**config.mk**
```make
export PLATFORM = sky130hd
export DESIGN_NAME = lut_mem_core
export DESIGN_NICKNAME = d
export VERILOG_FILES = /design/src/rtl/lut_mem_core.sv
export SDC_FILE = /design/constraint.sdc
export NUM_CORES = 1
export LEC_CHECK = 0
export ABC_CLOCK_PERIOD_IN_PS = 5300
export CORE_ASPECT_RATIO = 1.4
export CORE_MARGIN = 3
export CORE_UTILIZATION = 49
export CTS_BUF_LIST = sky130_fd_sc_hd__clkbuf_2 sky130_fd_sc_hd__clkbuf_4 sky130_fd_sc_hd__clkbuf_8
export DETAILED_ROUTE_END_ITERATION = 8
export DONT_BUFFER_PORTS = 1
export SYNTH_ARGS = -nofsm -noshare
export SYNTH_HDL_FRONTEND = slang
export SYNTH_SLANG_ARGS = --single-unit
```
**constraint.sdc**
```tcl
create_clock -name clk -period 5.3 [get_ports clk]
set_input_delay 0.795 -clock clk [delete_from_list [all_inputs] [get_ports clk]]
set_output_delay 0.795 -clock clk [all_outputs]
set_load 0.02 [all_outputs]
```
**src/rtl/lut_mem_core.sv**
```systemverilog
// lut_mem_core: small LUT-RAM mapped into the daisy-chained register bus
// at BASE_ADDR, with a second word-addressed user port into the fabric.
// Bus traffic outside the window passes through with one cycle of latency.
module lut_mem_core #(
  parameter int unsigned BASE_ADDR = 0,
  parameter int unsigned DEPTH     = 16,
  parameter int unsigned WIDTH     = 16,
  localparam int unsigned AW       = (DEPTH > 1) ? $clog2(DEPTH) : 1
) (
  input  logic             clk,
  input  logic             rst,
  // upstream bus
  input  logic [15:0]      addr_i,
  input  logic [15:0]      wdata_i,
  input  logic [15:0]      rdata_i,
  input  logic             rw_i,
  input  logic             valid_i,
  // downstream bus
  output logic [15:0]      addr_o,
  output logic [15:0]      wdata_o,
  output logic [15:0]      rdata_o,
  output logic             rw_o,
  output logic             valid_o,
  // user port
  input  logic [AW-1:0]    user_addr,
  input  logic [WIDTH-1:0] user_wdata,
  input  logic             user_we,
  output logic [WIDTH-1:0] user_rdata
);

  localparam logic [16:0] WIN_LO    = 17'(BASE_ADDR);
  localparam logic [16:0] WIN_DEPTH = 17'(DEPTH);

  // Storage: not reset, powers up all-zero.
  logic [WIDTH-1:0] mem_q [DEPTH] = '{default: '0};

  // Output pipeline registers.
  logic [15:0]      addr_q;
  logic [15:0]      wdata_q;
  logic [15:0]      rdata_q;
  logic             rw_q;
  logic             valid_q;
  logic [WIDTH-1:0] user_rdata_q;

  logic [15:0]      rdata_d;
  logic [WIDTH-1:0] user_rdata_d;

  // Window decode. The offset is taken 17 bits wide: an address below the
  // base borrows into a huge value, and a window ending at 0xFFFF never
  // wraps, so a single unsigned compare covers both ends.
  logic [16:0]   off_full;
  logic          in_window;
  logic          bus_hit;
  logic [AW-1:0] bus_off;
  logic          bus_we;
  logic          user_ok;
  logic          user_wr;
  logic [WIDTH-1:0] bus_word;

  assign off_full  = {1'b0, addr_i} - WIN_LO;
  assign in_window = off_full < WIN_DEPTH;
  assign bus_hit   = valid_i && in_window;
  assign bus_off   = off_full[AW-1:0];
  // A bus write sampled on a reset edge is dropped along with the transaction.
  assign bus_we    = bus_hit && rw_i && !rst;

  // User addresses past the end of the array read as zero and never write.
  generate
    if ((2 ** AW) == DEPTH) begin : g_user_full
      assign user_ok = 1'b1;
    end else begin : g_user_partial
      assign user_ok = user_addr < AW'(DEPTH);
    end
  endgenerate

  assign user_wr = user_we && user_ok;

  // Memory writes. The user write is issued last so it overrides a bus
  // write to the same word in the same cycle.
  always_ff @(posedge clk) begin
    if (bus_we) begin
      mem_q[bus_off] <= wdata_i[WIDTH-1:0];
    end
    if (user_wr) begin
      mem_q[user_addr] <= user_wdata;
    end
  end

  // Next-state read data: pre-write contents for both ports, so a read
  // colliding with a write returns the old word.
  always_comb begin
    bus_word     = mem_q[bus_off];
    rdata_d      = rdata_i;
    user_rdata_d = '0;
    if (bus_hit && !rw_i) begin
      rdata_d = 16'(bus_word);
    end
    if (user_ok) begin
      user_rdata_d = mem_q[user_addr];
    end
  end

  // One-cycle bus pipeline and registered user read; all cleared on reset.
  always_ff @(posedge clk or posedge rst) begin
    if (rst) begin
      addr_q       <= '0;
      wdata_q      <= '0;
      rdata_q      <= '0;
      rw_q         <= 1'b0;
      valid_q      <= 1'b0;
      user_rdata_q <= '0;
    end else begin
      addr_q       <= addr_i;
      wdata_q      <= wdata_i;
      rdata_q      <= rdata_d;
      rw_q         <= rw_i;
      valid_q      <= valid_i;
      user_rdata_q <= user_rdata_d;
    end
  end

  assign addr_o     = addr_q;
  assign wdata_o    = wdata_q;
  assign rdata_o    = rdata_q;
  assign rw_o       = rw_q;
  assign valid_o    = valid_q;
  assign user_rdata = user_rdata_q;

endmodule

```
# Yosys cells after proc, flatten, opt, wreduce, memory -nomap -nowiden
# Memory sizes are Yosys's and may differ from the RTL's. A register that Yosys moved wholly into a read port is not among the register bits.
# Index checks and enable logic that the tools add are counted.
# classes
order_cmp	1
reduce_logical	6
mux	5
# ops
cell	count
16-bit by 5-bit < comparator with 1-bit output (second input constant)	1
16-bit two-way mux	1
1-bit logical AND	4
1-bit two-way mux	4
1-bit logical NOT	2
# word_totals
elab_cells	18
n_memories	1
in_bits	73
reg_bits	50
output_inout_bits	66
ramBits	256
# mem_list
name	depth	word_bits	read_ports	rd_ports_with_merged_regs	write_ports	line	text
mem_q	16	16	2	1	2	35	logic [WIDTH-1:0] mem_q [DEPTH] = '{default: '0};

# Logic depth before layout (Yosys ltp)
# logic_depth
depth_word	6
mapped_depth	8
mapped_depth_nobuf	4

# Worst setup path before layout
# OpenSTA, ideal clock, no wires.
# synth_path
path_kind	input to register
startpoint	in addr_i[0]
endpoint	mem mem_q[0][0] (enable)
setup_slack_ns	1.421
setup_time_ns	0.436
path_buffers	3
t_required_ns	4.864
stages	5
t_arrival_ns	3.444
cell_sequence	clkbuf_1 > or2_2 > buf_2 > buf_1 > o41ai_1
# synth_lines
element	line	text
start, declared	13	input logic [15:0] addr_i,
end, declared	35	

==> impl_metrics.yaml <==
grt:
  grt_max_degree: 73
  grt_usage_pct: 27.7
  antenna_found_initial: 0
  grt_pass1_vias: 10300
  grt_pass1_wl_um: 73100
  grt_overflow_total: 0
detailed_routing:
  ant_nets: 0
  drt_first_pass_iters: 5
  num_vias: 9612
  drc: 0
  wirelength_um: 50300
  wire_per_inst_um: 35.4
  vias_per_cell: 6.76
  drtIter0Drc: 911
sta:
  maxSlewHeadroom_pct: 10.3
  setup_tns_ps: 0
  max_freq_mhz: 338
  setup_viol: 0
  skew_ps: 20.9
  finalCritPeriodShare_pct: 55.8
  rsz0062_at_grt: "no"
  hold_viol_final: 0
  slew_viol_final: 0
  tightest_slew_ps: 1340
  fin_crit_ps: 2960
logic_synthesis:
  avgSynthCellArea_sq_um: 17.7
  syn_area_sq_um: 16900
  synth_seq_cells: 322
  ys_types: 31
  ys_seq_area_share_pct: 55.3
  synth_nets: 1024
  syn_inst: 951
  ys_warn_count: 0
floorplanning:
  core_sq_um: 33600
  start_util_pct: 50.2
  die_area_sq_um: 36700
  num_rows: 79
  die_width_um: 163
  ios: 139
  die_h_um: 226
cts:
  htree_levels: 2
  cts.sinks: 322
  path_clk_slew_ps: 70
  cts_made_buffers: 50
  ctsResizeCount: 0
  cts_tree: "built"
  cts_root_buffer: "clkbuf_8"
  clkLatencyLatePin_ps: 600
  cts_buffer_depth: 3
  post_cts_buffers: 0
  ctsHoldBuffers: 0
placement:
  io_buffers: 0
  detailed_place_hpwl_um: 31200
  placed_area_sq_um: 17400
  place_congestion: 0.856
hold_path:
  hp-class: "in -> reg"
worst_setup_path:
  cp_max_fo: 16
  critPathLaunchType: "input pin"
  worstSetupPathType: "in -> reg"
  crit_path_top_delay_cell: "o31ai_4"
  slowest_delay_ps: 1130
  arrival_ps: 3150
  crit_path_cell_trace: "nor4b_1 > nand4_1 > or3b_1 > buf_4 > o31ai_4"
  cp-end-kind: "register"
  cp.required_ps: 5500
flow_run:
  cap_violations: 0
finish:
  drive_gt1_share_pct: 56.3
  area_delta_synth_final_pct: 9.61
  final_common_cell: "edfxtp_1"
  layout.cell_area.non_filler_sq_um: 18500
  nNetsFinal: 1008
  final_cell_mix: "edfxtp_1, mux2_2, mux4_2, dfrtp_1, clkbuf_8"
  diodes: 0
pwr:
  p_per_area_nw_per_um2: 301
  ir_worst_vdd_v: 0.000173
  p_leak_uw: 0.00608
status:
  outcome: "finished clean"
[worst max-delay path, delay by kind of cell]
kind / cells / cell delay (ps)
AOI/OAI and AO/OA: 1 / 1130
and+or+nand+nor: 3 / 920
buffers and inverters: 1 / 270
[layer usage]
layer	global-route usage (%)	part of all wire, %	vias up	wire length (um)
li1	-	-	3871	-
met1	35.8	38	5137	18900
met4	10.3	3.7	0	1880
met2	46.7	51	502	25800
met5	0	0	-	0
met3	5.39	7.3	102	3690
[per-stage QoR]
stage	std cells	total power, uW	worst slack (ps)	util [%]	hold slack [ps]
6_report	1421	5560	2340	55.0	219
4_1_cts	1421	5610	2340	55.0	182
3_5_place_dp	1328	3350	1710	51.8	808
2_1_floorplan	951	3320	1420	-	768
3_3_place_gp	1328	3340	1780	51.8	797
5_1_grt	1421	5740	2270	55.0	181
[synth_stat cells]
cell / count / area share (%)
mux2_2: 250 / 17
mux2i_1: 18 / 1.1
nor4_1: 1 / 0.037
a21oi_1: 15 / 0.44
nor2b_1: 1 / 0.037
clkbuf_1: 47 / 1.0
nand2_1: 4 / 0.089
buf_4: 7 / 0.31
nand3b_1: 2 / 0.089
nor2_2: 7 / 0.26
or3_1: 2 / 0.074
nand2b_1: 9 / 0.33
nor2_1: 5 / 0.11
buf_6: 5 / 0.33
nor3_1: 1 / 0.030
inv_1: 11 / 0.24
nor3b_2: 1 / 0.074
nand4_1: 1 / 0.037
buf_2: 40 / 1.2
nor4b_1: 1 / 0.052
dfrtp_1: 66 / 9.8
nand3_1: 1 / 0.030
or3b_1: 1 / 0.052
edfxtp_1: 256 / 46
mux2_1: 22 / 1.5
or2_2: 1 / 0.037
o31ai_1: 12 / 0.53
mux4_2: 144 / 19
o22ai_1: 15 / 0.56
o41ai_1: 4 / 0.21
buf_1: 1 / 0.022
[power breakdown]
| group | switching, uW | internal (uW) |
|---|---|---|
| Sequential | 86.3 | 2820 |
| Combinational | 142 | 250 |
| Clock | 1000 | 1260 |
| Total | 1230 | 4330 |
[cells by family after synthesis]
logic type	Yosys count	synth area share, %
buf+inv	111	3.14
mux	434	38.4
simple gates	38	1.34
flops	322	55.3
compound gates	46	1.74
[path summary, 6_finish.rpt]
path                         startpoint             to  slack (ps)  depth (start not counted)
max                           addr_i[8]    mem_q[9][0]        2340                          5
min                         wdata_i[12]    wdata_o[12]         220                          0
max reg2reg                mem_q[3][14]    rdata_o[14]        3680                          4
min reg2reg                 mem_q[0][5]  user_rdata[5]         800                          2
max in group asynchronous           rst  user_rdata[0]        4300                          2
min in group asynchronous           rst           rw_o         360                          2
[registers in the layout, indices dropped and copies added (netlist names)]
name	flops
wdata_o	16
addr_o	16
valid_o	1
rdata_o	16
user_rdata	16
rw_o	1
mem_q	256
[area by class of cell]
class	instances	area, sq um
fillers	2671	15100
well taps	445	557
clock buffers	81	1010
flip-flops and latches	322	9340
multi-input cells	518	7220
repair buffers	32	240
inverters	11	42.5
clock inverters	12	87.6
(Power assumes the default switching activity.)
